[src/rtl/uart_pkg.sv]
// Shared definitions for the UART receive/transmit paths.
//   - rx_state_e : receiver FSM encoding
//   - OVERSAMPLE, MID_SAMPLE, DATA_BITS : framing constants
//   - calc_div() : clocks per oversample tick, rounded to nearest
package uart_pkg;

    localparam int unsigned OVERSAMPLE = 16;
    localparam int unsigned MID_SAMPLE = 7;
    localparam int unsigned DATA_BITS  = 8;

    typedef enum logic [2:0] {
        ST_IDLE,
        ST_START,
        ST_DATA,
        ST_PARITY,
        ST_STOP,
        ST_BREAK
    } rx_state_e;

    // Round-to-nearest divider from system clock to the oversample tick.
    function automatic int unsigned calc_div(input int unsigned clk_freq,
                                             input int unsigned baud);
        return (clk_freq + baud * (OVERSAMPLE / 2)) / (baud * OVERSAMPLE);
    endfunction

endpackage

[src/rtl/uart_sync_fifo.sv]
// Synchronous first-word-fall-through FIFO.
//   clk, rst      : clock, synchronous active-high reset
//   push, wdata   : write request and data (ignored when full unless popping)
//   pop           : read request (ignored when empty)
//   rdata         : head entry, valid whenever empty is low
//   empty, full   : occupancy flags
module uart_sync_fifo #(
    parameter int unsigned WIDTH = 8,
    parameter int unsigned DEPTH = 4
) (
    input  logic             clk,
    input  logic             rst,
    input  logic             push,
    input  logic [WIDTH-1:0] wdata,
    input  logic             pop,
    output logic [WIDTH-1:0] rdata,
    output logic             empty,
    output logic             full
);

    localparam int unsigned AW = $clog2(DEPTH);

    logic [AW:0]      wr_q;
    logic [AW:0]      rd_q;
    logic [WIDTH-1:0] mem_q [DEPTH];
    logic             do_pop;
    logic             do_push;

    // Extra pointer bit separates the full and empty cases.
    assign empty   = (wr_q == rd_q);
    assign full    = (wr_q[AW] != rd_q[AW]) && (wr_q[AW-1:0] == rd_q[AW-1:0]);
    assign do_pop  = pop && !empty;
    // A pop in the same cycle frees the slot, so a push into a full FIFO is accepted.
    assign do_push = push && (!full || do_pop);
    assign rdata   = mem_q[rd_q[AW-1:0]];

    // Storage and pointers.
    always_ff @(posedge clk) begin
        if (rst) begin
            wr_q <= '0;
            rd_q <= '0;
            for (int unsigned i = 0; i < DEPTH; i++) begin
                mem_q[i] <= '0;
            end
        end else begin
            if (do_push) begin
                mem_q[wr_q[AW-1:0]] <= wdata;
                wr_q                <= wr_q + (AW+1)'(1);
            end
            if (do_pop) begin
                rd_q <= rd_q + (AW+1)'(1);
            end
        end
    end

endmodule

[src/rtl/uart_rx_fifo.sv]
// UART receive front end: 16x oversampled 8N1 receiver feeding a FWFT FIFO.
// Build option: define UART_RX_PARITY_EN for 8E1 frames with parity checking.
//   clk, rst   : clock, synchronous active-high reset
//   uart_rxd   : asynchronous serial input, idle high
//   rx_data    : byte at FIFO head
//   rx_valid   : FIFO not empty
//   rx_ready   : consumer pops head when rx_valid && rx_ready
//   frame_err  : one-cycle pulse, bad stop bit (or bad parity when enabled)
//   overrun    : one-cycle pulse, byte dropped on full FIFO
//   busy       : receiver not idle
module uart_rx_fifo
    import uart_pkg::*;
#(
    parameter int unsigned CLK_FREQ   = 50000000,
    parameter int unsigned BAUD       = 115200,
    parameter int unsigned FIFO_DEPTH = 4
) (
    input  logic       clk,
    input  logic       rst,
    input  logic       uart_rxd,
    output logic [7:0] rx_data,
    output logic       rx_valid,
    input  logic       rx_ready,
    output logic       frame_err,
    output logic       overrun,
    output logic       busy
);

    localparam int unsigned DIV    = calc_div(CLK_FREQ, BAUD);
    localparam int unsigned DIV_W  = (DIV > 1) ? $clog2(DIV) : 1;
    localparam int unsigned SAMP_W = $clog2(OVERSAMPLE);
    localparam int unsigned BIT_W  = $clog2(DATA_BITS);

    rx_state_e              state_q;
    logic [1:0]             sync_q;
    logic [DIV_W-1:0]       div_q, div_d;
    logic [SAMP_W-1:0]      samp_q, samp_d;
    logic [BIT_W-1:0]       bit_q;
    logic [DATA_BITS-1:0]   shift_q;
    logic                   frame_err_q;
    logic                   overrun_q;
    logic                   rxd_s;
    logic                   tick;
    logic                   mid;
    logic                   parity_bad;
    logic                   push_c;
    logic                   pop_c;
    logic                   fifo_empty;
    logic                   fifo_full;

    assign rxd_s = sync_q[1];
    assign tick  = (state_q != ST_IDLE) && (div_q == DIV_W'(DIV - 1));
    assign mid   = tick && (samp_q == SAMP_W'(MID_SAMPLE));

`ifdef UART_RX_PARITY_EN
    logic perr_q;
    assign parity_bad = perr_q;
`else
    assign parity_bad = 1'b0;
`endif

    assign push_c = (state_q == ST_STOP) && mid && rxd_s && !parity_bad;
    assign pop_c  = rx_ready && !fifo_empty;

    // Divider and sample counter are held at zero in IDLE so bit phase starts at the edge.
    always_comb begin
        div_d  = div_q;
        samp_d = samp_q;
        if (state_q == ST_IDLE) begin
            div_d  = '0;
            samp_d = '0;
        end else if (tick) begin
            div_d  = '0;
            samp_d = (samp_q == SAMP_W'(OVERSAMPLE - 1)) ? '0 : samp_q + SAMP_W'(1);
        end else begin
            div_d  = div_q + DIV_W'(1);
        end
    end

    // Input synchronizer and oversampling counters.
    always_ff @(posedge clk) begin
        if (rst) begin
            sync_q <= 2'b11;
            div_q  <= '0;
            samp_q <= '0;
        end else begin
            sync_q <= {sync_q[0], uart_rxd};
            div_q  <= div_d;
            samp_q <= samp_d;
        end
    end

    // Receiver FSM with registered status pulses.
    always_ff @(posedge clk) begin
        if (rst) begin
            state_q     <= ST_IDLE;
            bit_q       <= '0;
            shift_q     <= '0;
            frame_err_q <= 1'b0;
            overrun_q   <= 1'b0;
`ifdef UART_RX_PARITY_EN
            perr_q      <= 1'b0;
`endif
        end else begin
            frame_err_q <= 1'b0;
            overrun_q   <= push_c && fifo_full && !pop_c;
            case (state_q)
                ST_IDLE: begin
                    if (!rxd_s) state_q <= ST_START;
                end
                ST_START: begin
                    if (mid) begin
                        if (rxd_s) begin
                            state_q <= ST_IDLE;
                        end else begin
                            state_q <= ST_DATA;
                            bit_q   <= '0;
`ifdef UART_RX_PARITY_EN
                            perr_q  <= 1'b0;
`endif
                        end
                    end
                end
                ST_DATA: begin
                    if (mid) begin
                        shift_q <= {rxd_s, shift_q[DATA_BITS-1:1]};
                        bit_q   <= bit_q + BIT_W'(1);
                        if (bit_q == BIT_W'(DATA_BITS - 1)) begin
`ifdef UART_RX_PARITY_EN
                            state_q <= ST_PARITY;
`else
                            state_q <= ST_STOP;
`endif
                        end
                    end
                end
`ifdef UART_RX_PARITY_EN
                ST_PARITY: begin
                    if (mid) begin
                        perr_q  <= rxd_s ^ (^shift_q);
                        state_q <= ST_STOP;
                    end
                end
`endif
                ST_STOP: begin
                    if (mid) begin
                        if (!rxd_s) begin
                            frame_err_q <= 1'b1;
                            state_q     <= ST_BREAK;
                        end else begin
                            frame_err_q <= parity_bad;
                            state_q     <= ST_IDLE;
                        end
                    end
                end
                ST_BREAK: begin
                    if (rxd_s) state_q <= ST_IDLE;
                end
                default: state_q <= ST_IDLE;
            endcase
        end
    end

    uart_sync_fifo #(
        .WIDTH (DATA_BITS),
        .DEPTH (FIFO_DEPTH)
    ) u_fifo (
        .clk   (clk),
        .rst   (rst),
        .push  (push_c),
        .wdata (shift_q),
        .pop   (rx_ready),
        .rdata (rx_data),
        .empty (fifo_empty),
        .full  (fifo_full)
    );

    assign rx_valid  = !fifo_empty;
    assign frame_err = frame_err_q;
    assign overrun   = overrun_q;
    assign busy      = (state_q != ST_IDLE);

endmodule

[config.mk]
export PLATFORM = sky130hd
export DESIGN_NAME = uart_rx_fifo
export DESIGN_NICKNAME = d
export VERILOG_FILES = /design/src/rtl/uart_pkg.sv /design/src/rtl/uart_sync_fifo.sv /design/src/rtl/uart_rx_fifo.sv
export SDC_FILE = /design/constraint.sdc
export NUM_CORES = 1
export LEC_CHECK = 0
export BUFFER_PORTS_ARGS = -buffer_cell sky130_fd_sc_hd__buf_2
export CORE_ASPECT_RATIO = 0.8
export CORE_UTILIZATION = 35
export CTS_BUF_LIST = sky130_fd_sc_hd__clkbuf_2
export DETAILED_ROUTE_END_ITERATION = 6
export PLACE_DENSITY = 0.59
export SYNTH_ARGS = -nofsm -noshare
export SYNTH_HDL_FRONTEND = slang
export SYNTH_SLANG_ARGS = --single-unit
[constraint.sdc]
create_clock -name clk -period 6.64 [get_ports clk]
set_input_delay 0.996 -clock clk [delete_from_list [all_inputs] [get_ports clk]]
set_output_delay 0.996 -clock clk [all_outputs]
set_load 0.01 [all_outputs]
==> summary.txt, run 1 <==
Cells and area
  – Area used by multi-input combinational logic: 1284 um2
  – Final design instance area without fill: ~3300 um2
  – Net count reported at finish: 288
  – Final core utilization: between 30% and 40%
  – Highest-count cells in the layout ignoring fill and taps: 36 x sky130_fd_sc_hd__nor2_1, 35 x sky130_fd_sc_hd__dfxtp_1, 32 x sky130_fd_sc_hd__edfxtp_1, 19 x sky130_fd_sc_hd__nor3_1, 15 x sky130_fd_sc_hd__buf_2
  – Post-route insts no fill: around 400
  – Count of fill cells added during filler insertion: between 800 and 900
  – Most common library cell in the layout ignoring fill and taps: sky130_fd_sc_hd__nor2_1
  – Number of diodes added for antenna fixing: 0
  – Area growth from synthesis to layout: 8.532%
  – Share of cells above drive strength 1: between 10% and 20%
  – Storage cell area: 1662 um2

Status
  – Status: finished clean

Die
  – Starting density of the core: a little over a third
  – I/O pin count: 16
  – Total core area: approximately 8500 um2
  – Die Area: 9095 um2
  – Site Rows: 30
  – Overall die height: between 80 and 90 um
  – Die span in x: 106.4 um

Synthesis
  – Count of unique library cells instantiated by Yosys: 54
  – Top cell type by total area after synthesis: sky130_fd_sc_hd__edfxtp_1
  – Synth async-reset ratio: 0%
  – Flip-flop cell with the highest count after synthesis: sky130_fd_sc_hd__dfxtp_1
  – Warnings, synthesis: 0
  – Fraction of synthesized cell area taken by the top area cell type: between 30% and 40%
  – Most area-consuming cells after synthesis: sky130_fd_sc_hd__edfxtp_1 32%, sky130_fd_sc_hd__dfxtp_1 23%, sky130_fd_sc_hd__mux4_2 5.9%
  – Mean cell area of the mapped netlist: ~11 um2
  – Number of standard cells after synthesis: approximately 270
  – Nets in the synthesized netlist: 277
  – Sequential cell area fraction in the yosys report: about 54%
  – Register bit count reported by yosys: 67
  – Number of enable-type register cells in the synthesized netlist: 32
  – Post-synthesis instance area: roughly 3100 um2

Timing
  – Relative max-transition margin: between 30% and 40%
  – Worst hold slack across all endpoints: 437.6 ps
  – Peak Freq: 342.3 MHz
  – Final count of negative-setup-slack endpoints: 0
  – Worst-Margin Slew: around 990 ps
  – Max-slew violation count: 0
  – Min Clock Period, post-route: 2921 ps
  – RSZ-0062 raised after global routing: false
  – Post-route setup slack: approximately 3700 ps
  – Portion of the clock cycle consumed by the worst path in the final layout: between 40 and 50%
  – Clock Skews: between 30 and 40 ps
  – Final hold vios: 0
  – Setup TNS: 0 ps

Placement
  – Placer congestion estimate: ~0.79
  – Instance area after placement: approximately 3200 um2
  – Worst setup slack after placement: about 3400 ps
  – Half-perimeter wire length after placement: between 3000 and 4000 um
  – Placed Cells incl. Taps: about 380
  – Port Buf Inserts: 15

Critical path
  – Startpoint class of the critical path: flip-flop
  – Critical Setup Path Class: flip-flop to output pin
  – Worst Path Max Fanout: 8
  – Critical path's slowest cell: sky130_fd_sc_hd__dfxtp_1
  – CP peak stage delay: about 690 ps
  – Critical path cell sequence: mux4_2 > buf_2
  – Data required time at the worst endpoint: around 5600 ps
  – CP Data Arrival Time: 1930 ps
  – Kind of end point of the critical path: output pin

CTS
  – Maximum count of clock buffers along a single path: 2
  – Number of sinks on the clock net: 67
  – Number of buffers added by the clock tree synthesis step: 9
  – Total of hold buffers inserted after clock tree synthesis: 0
  – Root buffer cell: sky130_fd_sc_hd__clkbuf_2
  – Resized Gates After CTS: 0
  – Clock tree from TritonCTS: yes
  – Clock-pin slew on the worst setup and hold paths: roughly 190 ps
  – Clock insertion delay at the later pin of the skew report: around 510 ps
  – Post-CTS setup-driven buffer insertion count: 0
  – Number of levels the H-tree was split into: 3

Power
  – Overall Power: ~700 uW
  – Power per standard cell area: between 200 and 250 nW/um2
  – Max IR drop VDD: approximately 0.00010 V
  – Leak: between 1 and 1.5 nW

Routing
  – Drt initial violations: 66
  – DRC violations left: 0
  – Average wire per cell in the routed design: 13.45 um
  – Antenna viol nets, final: 0
  – Total via count after detailed routing: ~1900
  – Number of search-and-repair iterations in the first detailed-routing pass: 4
  – Routed Wire Length: 5300 um
  – Via-per-instance ratio: ~5

Job
  – Max-Cap Viols: 0

Global routing
  – Number of antenna violations at the first check in global routing: 0
  – Global-route wire length before repair: just over 9000 um
  – Vias in the first global route: approximately 1900
  – GRT Overall Usage: about an eighth
  – Final global-route overflow total: 0
  – Largest net degree at the start of global routing: 35

Min path
  – Path type of the worst min-delay path: flip-flop to flip-flop
## logic make-up after synthesis
logic type	after synthesis	synth area share [%]
flops	67	54.47
compound gates	27	6.153
buf+inv	25	3.609
simple gates	108	19.32
fa+ha+maj	7	2.871
xor+xnor	11	3.159
mux	21	10.42
## state kept, by name, indices dropped and copies added, names as in the netlist, named ones only
register / flops
sync_q: 2
state_q: 3
u_fifo.rd_q: 3
div_q: 5
samp_q: 4
u_fifo.mem_q: 32
bit_q: 3
u_fifo.wr_q: 3
overrun: 1
shift_q: 8
frame_err: 1
## worst paths after layout
| check | startpoint | end | slack (ps) | depth (start not counted) |
|---|---|---|---|---|
| worst min-delay path | sync_q[0] | sync_q[1] | 440 | 1 |
| worst max register to register | div_q[0] | u_fifo.mem_q[1][0] | 3730 | 6 |
| worst max-delay path | flip-flop | rx_data[7] | 3720 | 2 |
| worst min register to register | sync_q[0] | sync_q[1] | 440 | 1 |
## critical path: cells and delay by family (launching register included)
| family | cells | cell delay (ps) |
|---|---|---|
| multiplexers | 1 | 570 |
| buffers and inverters | 1 | 150 |
| flip-flops | 1 | 690 |
## cells in the mapped netlist (all sizes together) (3+ instances only)
cell type and number:
nor3 20, mux2 3, inv 10, nor2b 3, xor2 9, nand3 3, mux2i 10, buf 8
o21ai 3, nand2 8, nor2 36, and2 8, nor4 4, a21oi 8, nand2b 6, dfxtp 35
or2 5, mux4 8, edfxtp 32, clkbuf 7, ha 7
## area by class of cell
cell class	count	area share, %
Timing Repair Buffer	15	2.268
Sequential cell	67	50.19
Clock buffer	9	1.361
Inverter	10	1.134
Multi-Input combinational cell	174	38.78
Clock inverter	7	2.041
Tap cell	112	4.233
## layer usage
layer	share of wire (%)	track usage (%)
met5	0	0
met4	0.83	4.924
met3	4.2	5.243
met2	43	19.60
met1	52	17.81
## power breakdown
| group | internal, mW | switching (mW) | total [mW] |
|---|---|---|---|
| Clock | 0.0859 | 0.147 | 0.233 |
| Sequential | 0.443 | 0.00492 | 0.448 |
| Combinational | 0.00992 | 0.0136 | 0.0235 |
Note: power is estimated with default switching activity, not from simulation.
==> run 2, diff against run 1 <==
--- a/config.mk
+++ b/config.mk
@@ -10,7 +10,7 @@
 export CORE_UTILIZATION = 35
 export CTS_BUF_LIST = sky130_fd_sc_hd__clkbuf_2
 export DETAILED_ROUTE_END_ITERATION = 6
-export PLACE_DENSITY = 0.59
+export PLACE_DENSITY = 0.6
 export SYNTH_ARGS = -nofsm -noshare
 export SYNTH_HDL_FRONTEND = slang
 export SYNTH_SLANG_ARGS = --single-unit
==> constraint.sdc (replaced) <==
create_clock -name clk -period 2.51 [get_ports clk]
set_input_delay 0.3765 -clock clk [delete_from_list [all_inputs] [get_ports clk]]
set_output_delay 0.3765 -clock clk [all_outputs]
set_load 0.01 [all_outputs]
==> run 2 against run 1 <==
Compared with the run above:
- clock-buffer cell count is 2 higher
- sequential share of layout area is 1.3 points lower
- clock skew is 2.9 ps lower
- clock power grew to 3.5 times the previous value
- core utilization is 1.1 points higher
- cell count is 1.5% higher
- via count is 3.1% higher
- first-iteration DRC count is 17% higher
- non-clock buffer count is 6 higher
- routed wire length is 3.5% higher
- combinational power grew to 2.9 times the previous value
- register-to-register slack worse by 3500 ps
==> summary.txt, run 2 (synthesized netlist as in run 1, its figures left out) <==
Status
  – Status: finished clean (unchanged)

Die
  – Die Area: 9095 um2 (unchanged)
  – Starting density of the core: 35.96% (unchanged)
  – Total core area: 8483 um2 (unchanged)
  – I/O pin count: 16 (unchanged)
  – Site Rows: 30 (unchanged)
  – Die span in x: 106.4 um (unchanged)
  – Overall die height: 85.50 um (unchanged)

CTS
  – Clock-pin slew on the worst setup and hold paths: 190 ps (about the same)
  – Total of hold buffers inserted after clock tree synthesis: 0 (unchanged)
  – Clock tree from TritonCTS: yes (unchanged)
  – Post-CTS setup-driven buffer insertion count: 0 (unchanged)
  – Root buffer cell: sky130_fd_sc_hd__clkbuf_2 (unchanged)
  – Maximum count of clock buffers along a single path: 2 (unchanged)
  – Number of buffers added by the clock tree synthesis step: 9 (unchanged)
  – Number of levels the H-tree was split into: 3 (unchanged)
  – Resized Gates After CTS: 0 (unchanged)
  – Number of sinks on the clock net: 67 (unchanged)
  – Clock insertion delay at the later pin of the skew report: 500 ps (was 510 ps)

Routing
  – DRC violations left: 0 (unchanged)
  – Total via count after detailed routing: 1984 (was 1925)
  – Antenna viol nets, final: 0 (unchanged)
  – Routed Wire Length: 5486 um (was 5300 um)
  – Drt initial violations: 77 (was 66)
  – Number of search-and-repair iterations in the first detailed-routing pass: 4 (unchanged)
  – Average wire per cell in the routed design: 13.72 um (was 13.45 um)
  – Via-per-instance ratio: 4.960 (was 4.886)

Global routing
  – Global routing usage on met1: 17.09% (was 17.81%)
  – Met2 track demand over resource in global routing: 20.78% (was 19.60%)
  – Number of antenna violations at the first check in global routing: 0 (unchanged)
  – Final global-route overflow total: 0 (unchanged)
  – GRT Overall Usage: 13.45% (was 13.35%)
  – Largest net degree at the start of global routing: 26 (was 35)
  – Vias in the first global route: 1916 (was 1854)
  – Global-route wire length before repair: 9156 um (was 9170 um)
  – Met3 demand-to-capacity share in global routing: 4.635% (was 5.243%)
  – Most crowded layer after global routing: met2 (unchanged)

Job
  – Max-Cap Viols: 0 (unchanged)

Timing
  – Final count of negative-setup-slack endpoints: 0 (unchanged)
  – Relative max-transition margin: 66.07% (was 33.86%)
  – Clock Skews: 27.61 ps (was 30.53 ps)
  – Min Clock Period, post-route: 2283 ps
  – Setup TNS: 0 ps (unchanged)
  – Post-route setup slack: 227.2 ps (was 3719 ps)
  – Final hold vios: 0 (unchanged)
  – Portion of the clock cycle consumed by the worst path in the final layout: between 90 and 100%
  – RSZ-0062 raised after global routing: false (unchanged)
  – Peak Freq: approximately 440 MHz
  – Worst-Margin Slew: 508.3 ps (was 987.8 ps)
  – Max-slew violation count: 0 (unchanged)

Critical path
  – Reg2Reg Setup Slack: 280 ps (was 3730 ps)
  – CP peak stage delay: 680 ps (was 690 ps)
  – CP Data Arrival Time: 1910 ps (was 1930 ps)
  – Critical path cell sequence: mux4_2 > buf_2 (unchanged)
  – Critical path's slowest cell: sky130_fd_sc_hd__dfxtp_1 (unchanged)
  – Startpoint class of the critical path: flip-flop (unchanged)
  – Worst Path Max Fanout: 8 (unchanged)
  – Sum of buffers and inverters on the critical path: 1 (unchanged)
  – Critical Setup Path Class: flip-flop to output pin (unchanged)
  – CP delay by family, top: flip-flops (unchanged)
  – Data required time at the worst endpoint: 2130 ps (was 5640 ps)
  – Kind of end point of the critical path: output pin (unchanged)

Cells and area
  – Highest-count cells in the layout ignoring fill and taps: 36 x sky130_fd_sc_hd__nor2_1, 35 x sky130_fd_sc_hd__dfxtp_1, 32 x sky130_fd_sc_hd__edfxtp_1, 19 x sky130_fd_sc_hd__nor3_1, 15 x sky130_fd_sc_hd__buf_2 (unchanged)
  – Number of diodes added for antenna fixing: 0 (unchanged)
  – Net count reported at finish: 294 (was 288)
  – Share of cells above drive strength 1: 21.18% (was 18.44%)
  – Top register by number of flip-flops: u_fifo.mem_q (unchanged)
  – Most common library cell in the layout ignoring fill and taps: sky130_fd_sc_hd__nor2_1 (unchanged)
  – Area growth from synthesis to layout: 11.48% (was 8.532%)
  – Registers with the highest flip-flop counts: u_fifo.mem_q: 32 flops, shift_q: 8 flops, div_q: 5 flops (unchanged)
  – Max reg flops: 32 (unchanged)
  – Final core utilization: 40.09% (was 39.03%)

Power
  – Leak: 1.208 nW (was 1.156 nW)
  – Overall Power: 2.065 mW (was 704.3 uW)
  – Max IR drop VDD: 0.0002922 V (was 0.00009971 V)
  – Cell-internal power: 1.638 mW (was 538.6 uW)
  – Proportion of total power due to net switching: 20.68% (was 23.53%)
  – Logic pwr share: 3.3% (about the same)
  – Clock network power share: 39.4% (was 33.1%)
  – Part of the total power dissipated in sequential elements: 57.4% (was 63.6%)
  – Net switching power: 427.1 uW (was 165.7 uW)
  – Power per standard cell area: 607.2 nW/um2 (was 212.7 nW/um2)

Placement
  – Worst setup slack after placement: 318.3 ps (was 3381 ps)
  – Placer congestion estimate: 0.7280 (was 0.7874)
  – Half-perimeter wire length after placement: 3918 um (was 3724 um)
  – Port Buf Inserts: 15 (unchanged)

Min path
  – Path type of the worst min-delay path: primary input to flip-flop (was flip-flop to flip-flop)
==> run 2: cell types whose count changed in the layout (fill, tap and decap cells not counted), sizes merged <==
cell	delta
buf	+6
bufinv	+2
clkbuf	+2
clkinv	-4
clkinvlp	+1
inv	-1
==> run 2: worst paths after layout <==
path | start | to | depth (start not counted)
min reg2reg | sync_q[0] | sync_q[1] | 1
max reg2reg | samp_q[0] | u_fifo.mem_q[2][0] | 6
min | uart_rxd | sync_q[0] | 2
max | flip-flop | rx_data[6] | 2
==> run 2: cell type report <==
type / instances / area, um2
Sequential cell: 67 / 1662
Tap cell: 112 / 140.1
Clock buffer: 11 / 55.05
Timing Repair Buffer: 21 / 120.1
Clock inverter: 5 / 102.6
Multi-Input combinational cell: 174 / 1284
Fill cell: 841 / 5082
Inverter: 10 / 37.54
==> run 2: per-layer routing <==
metal | vias up | part of all wire, % | wire length, um
met5 | - | 0 | 0
met4 | 0 | 1.9 | 103
met3 | 11 | 3.9 | 216
met2 | 33 | 45 | 2458
met1 | 940 | 49 | 2708
li1 | 1000 | - | -
==> run 2: metrics by stage <==
step	hold slack (ps)	instance area [um2]	std cells
3_3_place_gp	393.8	3243	384
5_1_grt	20.97	3401	400
3_5_place_dp	399.7	3243	384
2_1_floorplan	389.5	3050	266
6_report	61.71	3401	400
4_1_cts	19.62	3401	400
==> run 2: power by group through the flow <==
stage | logic, mW | registers, mW | clock network [mW]
after floorplan | 0.0459 | 1.20 | 0
after global placement | 0.0683 | 1.21 | 0
after detailed placement | 0.0686 | 1.21 | 0
after CTS | 0.0688 | 1.18 | 0.834
after global routing | 0.0750 | 1.19 | 0.876
final | 0.0672 | 1.18 | 0.813
==> run 3, diff against run 2 <==
--- a/config.mk
+++ b/config.mk
@@ -10,7 +10,8 @@
 export CORE_UTILIZATION = 35
 export CTS_BUF_LIST = sky130_fd_sc_hd__clkbuf_2
 export DETAILED_ROUTE_END_ITERATION = 6
-export PLACE_DENSITY = 0.6
+export PLACE_DENSITY = 0.57
 export SYNTH_ARGS = -nofsm -noshare
 export SYNTH_HDL_FRONTEND = slang
+export SYNTH_HIERARCHICAL = 1
 export SYNTH_SLANG_ARGS = --single-unit
==> run 3 against run 2 <==
Compared with the run above:
- clock power is 16% lower
- design area is 3.9% higher
- largest power group unchanged
- critical path type is now flip-flop to flip-flop
- routed wire length is 1.7% higher
- global-route usage is 0.25 points higher
- critical endpoint is now u_fifo/mem_q[0][5]
- non-clock buffer count is 6 higher
==> summary.txt, run 3 <==
Synthesis
  – Number of enable-type register cells in the synthesized netlist: 32 (unchanged)
  – Mean cell area of the mapped netlist: 11.55 um2 (was 11.47 um2)
  – Most area-consuming cells after synthesis: sky130_fd_sc_hd__edfxtp_1 30%, sky130_fd_sc_hd__dfxtp_1 22%, sky130_fd_sc_hd__mux4_2 5.7% (was sky130_fd_sc_hd__edfxtp_1 32%, sky130_fd_sc_hd__dfxtp_1 23%, sky130_fd_sc_hd__mux4_2 5.9%)
  – Fraction of synthesized cell area taken by the top area cell type: 30.48% (was 31.50%)
  – Register bit count reported by yosys: 67 (unchanged)
  – Post-synthesis instance area: 3153 um2 (was 3050 um2)
  – Top cells by count, synth: 35 x sky130_fd_sc_hd__dfxtp_1, 32 x sky130_fd_sc_hd__edfxtp_1, 32 x sky130_fd_sc_hd__nor2_1 (was 36 x sky130_fd_sc_hd__nor2_1, 35 x sky130_fd_sc_hd__dfxtp_1, 32 x sky130_fd_sc_hd__edfxtp_1)
  – Number of standard cells after synthesis: 273 (was 266)
  – Nets in the synthesized netlist: 284 (was 277)
  – Flip-flop cell with the highest count after synthesis: sky130_fd_sc_hd__dfxtp_1 (unchanged)
  – Most numerous cell in the Yosys netlist: sky130_fd_sc_hd__dfxtp_1 (was sky130_fd_sc_hd__nor2_1)
  – Sequential cell area fraction in the yosys report: 52.70% (was 54.47%)
  – Top cell type by total area after synthesis: sky130_fd_sc_hd__edfxtp_1 (unchanged)
  – Synth async-reset ratio: 0% (unchanged)
  – Warnings, synthesis: 6 (was 0)
  – Count of unique library cells instantiated by Yosys: 51 (was 54)

Cells and area
  – Max reg flops: 32 (unchanged)
  – Final design instance area without fill: 3535 um2 (was 3401 um2)
  – Area growth from synthesis to layout: 12.10% (was 11.48%)
  – Highest-count cells in the layout ignoring fill and taps: 34 x sky130_fd_sc_hd__dfxtp_1, 32 x sky130_fd_sc_hd__nor2_1, 32 x sky130_fd_sc_hd__edfxtp_1, 28 x sky130_fd_sc_hd__nor3_1 (was 36 x sky130_fd_sc_hd__nor2_1, 35 x sky130_fd_sc_hd__dfxtp_1, 32 x sky130_fd_sc_hd__edfxtp_1, 19 x sky130_fd_sc_hd__nor3_1, 15 x sky130_fd_sc_hd__buf_2)
  – Registers with the highest flip-flop counts: u_fifo/mem_q: 32 flops, shift_q: 8 flops, div_q: 5 flops (was u_fifo.mem_q: 32 flops, shift_q: 8 flops, div_q: 5 flops)
  – Share of cells above drive strength 1: 25.67% (was 21.18%)
  – Area used by multi-input combinational logic: 1369 um2 (was 1284 um2)
  – Final core utilization: 41.12% (was 40.09%)
  – Post-route insts no fill: 412 (was 400)
  – Net count reported at finish: 306 (was 294)
  – Number of diodes added for antenna fixing: 0 (unchanged)
  – Top register by number of flip-flops: u_fifo/mem_q (was u_fifo.mem_q)
  – Count of fill cells added during filler insertion: 830 (was 841)
  – Storage cell area: 1663 um2 (was 1662 um2)
  – Most common library cell in the layout ignoring fill and taps: sky130_fd_sc_hd__dfxtp_1 (was sky130_fd_sc_hd__nor2_1)

Global routing
  – Global-route wire length before repair: 9618 um (was 9156 um)
  – Number of antenna violations at the first check in global routing: 0 (unchanged)
  – Final global-route overflow total: 0 (unchanged)
  – Largest net degree at the start of global routing: 27 (was 26)
  – GRT Overall Usage: 13.70% (was 13.45%)
  – Vias in the first global route: 1845 (was 1916)

Routing
  – Total via count after detailed routing: 2031 (was 1984)
  – Via-per-instance ratio: 4.930 (was 4.960)
  – Antenna viol nets, final: 0 (unchanged)
  – Routed Wire Length: 5578 um (was 5486 um)
  – Average wire per cell in the routed design: 13.54 um (was 13.72 um)
  – Number of search-and-repair iterations in the first detailed-routing pass: 4 (unchanged)
  – DRC violations left: 0 (unchanged)
  – Drt initial violations: 91 (was 77)

Die
  – Site Rows: 30 (unchanged)
  – Total core area: 8596 um2 (was 8483 um2)
  – Die Area: 9395 um2 (was 9095 um2)
  – I/O pin count: 16 (unchanged)
  – Starting density of the core: 36.68% (was 35.96%)
  – Die span in x: 108.1 um (was 106.4 um)
  – Overall die height: 86.90 um (was 85.50 um)

Timing
  – Final hold vios: 0 (unchanged)
  – RSZ-0062 raised after global routing: false (unchanged)
  – Relative max-transition margin: 56.96% (was 66.07%)
  – Setup TNS: 0 ps (unchanged)
  – Min Clock Period, post-route: 2353 ps (was 2283 ps)
  – Final count of negative-setup-slack endpoints: 0 (unchanged)
  – Max-slew violation count: 0 (unchanged)
  – Worst-Margin Slew: 643.4 ps (was 508.3 ps)
  – Peak Freq: 425.0 MHz (was 438.1 MHz)
  – Portion of the clock cycle consumed by the worst path in the final layout: 93.74% (was 90.95%)
  – Clock Skews: 37.61 ps (was 27.61 ps)

Critical path
  – Critical path cell sequence: inv_1 > ha_1 > nand4b_4 > or2_1 > nor4_2 > nor2b_4 > o41ai_4 > o21bai_2 > buf_12 (was mux4_2 > buf_2)
  – CP peak stage delay: 380 ps (was 680 ps)
  – Worst Path Max Fanout: 8 (unchanged)
  – Sum of buffers and inverters on the critical path: 2 (was 1)
  – Startpoint class of the critical path: flip-flop (unchanged)
  – Number of cell instances on the worst register-to-register path: 9 (was 6)
  – Reg-to-reg startpoint: div_q[0] (was samp_q[0])
  – CP Data Arrival Time: 2610 ps (was 1910 ps)
  – Critical path's slowest cell: sky130_fd_sc_hd__dfxtp_1 (unchanged)
  – Critical Setup Path Class: flip-flop to flip-flop (was flip-flop to output pin)
  – CP delay by family, top: simple AND/OR/NAND/NOR gates (was flip-flops)
  – Data required time at the worst endpoint: 2770 ps (was 2130 ps)
  – Worst r2r dst: u_fifo/mem_q[0][5] (was u_fifo.mem_q[2][0])
  – Kind of end point of the critical path: flip-flop (was output pin)
  – Reg2Reg Setup Slack: 160 ps (was 280 ps)

CTS
  – Post-CTS setup-driven buffer insertion count: 0 (unchanged)
  – Maximum count of clock buffers along a single path: 2 (unchanged)
  – Clock insertion delay at the later pin of the skew report: 510 ps (was 500 ps)
  – Root buffer cell: sky130_fd_sc_hd__clkbuf_2 (unchanged)
  – Number of sinks on the clock net: 67 (unchanged)
  – Number of levels the H-tree was split into: 3 (unchanged)
  – Number of buffers added by the clock tree synthesis step: 9 (unchanged)
  – Clock tree from TritonCTS: yes (unchanged)
  – Clock-pin slew on the worst setup and hold paths: 220 ps (was 190 ps)

Power
  – Leak: 1.231 nW (was 1.208 nW)
  – Max IR drop VDD: 0.0002548 V (was 0.0002922 V)
  – Power per standard cell area: 620.4 nW/um2 (was 607.2 nW/um2)

Job
  – Max-Cap Viols: 0 (unchanged)

Placement
  – Placer congestion estimate: 0.8426 (was 0.7280)
  – Placed Cells incl. Taps: 395 (was 384)
  – Half-perimeter wire length after placement: 3952 um (was 3918 um)
  – Instance area after placement: 3383 um2 (was 3243 um2)
  – Port Buf Inserts: 15 (unchanged)

Min path
  – Path type of the worst min-delay path: primary input to flip-flop (unchanged)
  – Worst hold path startpoint: rx_ready (was uart_rxd)
  – Hold EP: overrun (was sync_q[0])
  – Number of cells on the worst hold path: 2 (unchanged)

Status
  – Status: finished clean (unchanged)
## run 3: cell count changes after synthesis, sizes merged, moves of 4 or more
cell	previous run	this run
nor3	20	29
inv	10	15
buf	8	12
and2	8	0
nor2	36	32
xnor2	2	6
nand2b	6	12
a21oi	8	4
## run 3: where the power goes
group | switching, mW | leakage, nW | internal, mW | total (mW)
Combinational | 0.132 | 0.570 | 0.134 | 0.267
Sequential | 0.0541 | 0.587 | 1.19 | 1.25
Clock | 0.435 | 0.0739 | 0.246 | 0.681
Total | 0.621 | 1.23 | 1.57 | 2.19
## run 3: layer usage
layer,share of wire (%),wire [um],track usage [%]
met5,0,0,0
met4,0.52,29,4.110
met2,43,2386,18.59
met3,3.8,210,5.236
met1,53,2951,19.94
## run 3: how the worst max path moves through the flow
stage	from	end	slack (ps)	cells past startpoint
after global routing	flip-flop	rx_data[3]	0.5	2
after CTS	div_q[0]	u_fifo/mem_q[0][5]	80	9
after detailed placement	div_q[0]	u_fifo/mem_q[0][6]	50	9
after floorplan	samp_q[0]	u_fifo/mem_q[0][0]	-20	8
after global placement	div_q[0]	u_fifo/mem_q[0][0]	130	9
final	div_q[0]	u_fifo/mem_q[0][5]	160	9
## run 3: stage by stage
stage	power [mW]	setup slack, ps	hold WS, ps
floorplan	1.454	-21.51	389.5
global placement	1.535	129.7	394.1
detailed placement	1.537	51.31	396.1
CTS	2.231	75.08	81.36
global route	2.325	0.4923	68.85
finish	2.193	157.1	135.4
## run 3: cells by family after synthesis
| logic type | share of synthesized area (%) |
|---|---|
| simple gates | 17.86 |
| mux | 10.99 |
| xor+xnor | 3.333 |
| compound gates | 7.540 |
| fa+ha+maj | 2.778 |
| flops | 52.70 |
| buf+inv | 4.801 |
## run 3: worst register-to-register path, delay by kind of cell (launching register included)
kind	cells	cell delay, ps
compound gates	2	390
fa+ha+maj	1	210
buf+inv	2	210
flops	1	380
simple gates	4	930
## run 3: area by class of cell
type	instances	area share [%]
repair buffers	27	5.097
well taps	112	3.965
clock buffers	9	1.274
inverters	15	1.593
clock inverters	7	2.301
flip-flops and latches	67	47.04
multi-input cells	175	38.73
## run 3: what timing repair did
item	4_1_cts	5_1_grt
endpoints found under the setup margin	3	8
resized for setup	1	3
hold buffers	1	0
endpoints found under the hold margin	1	0
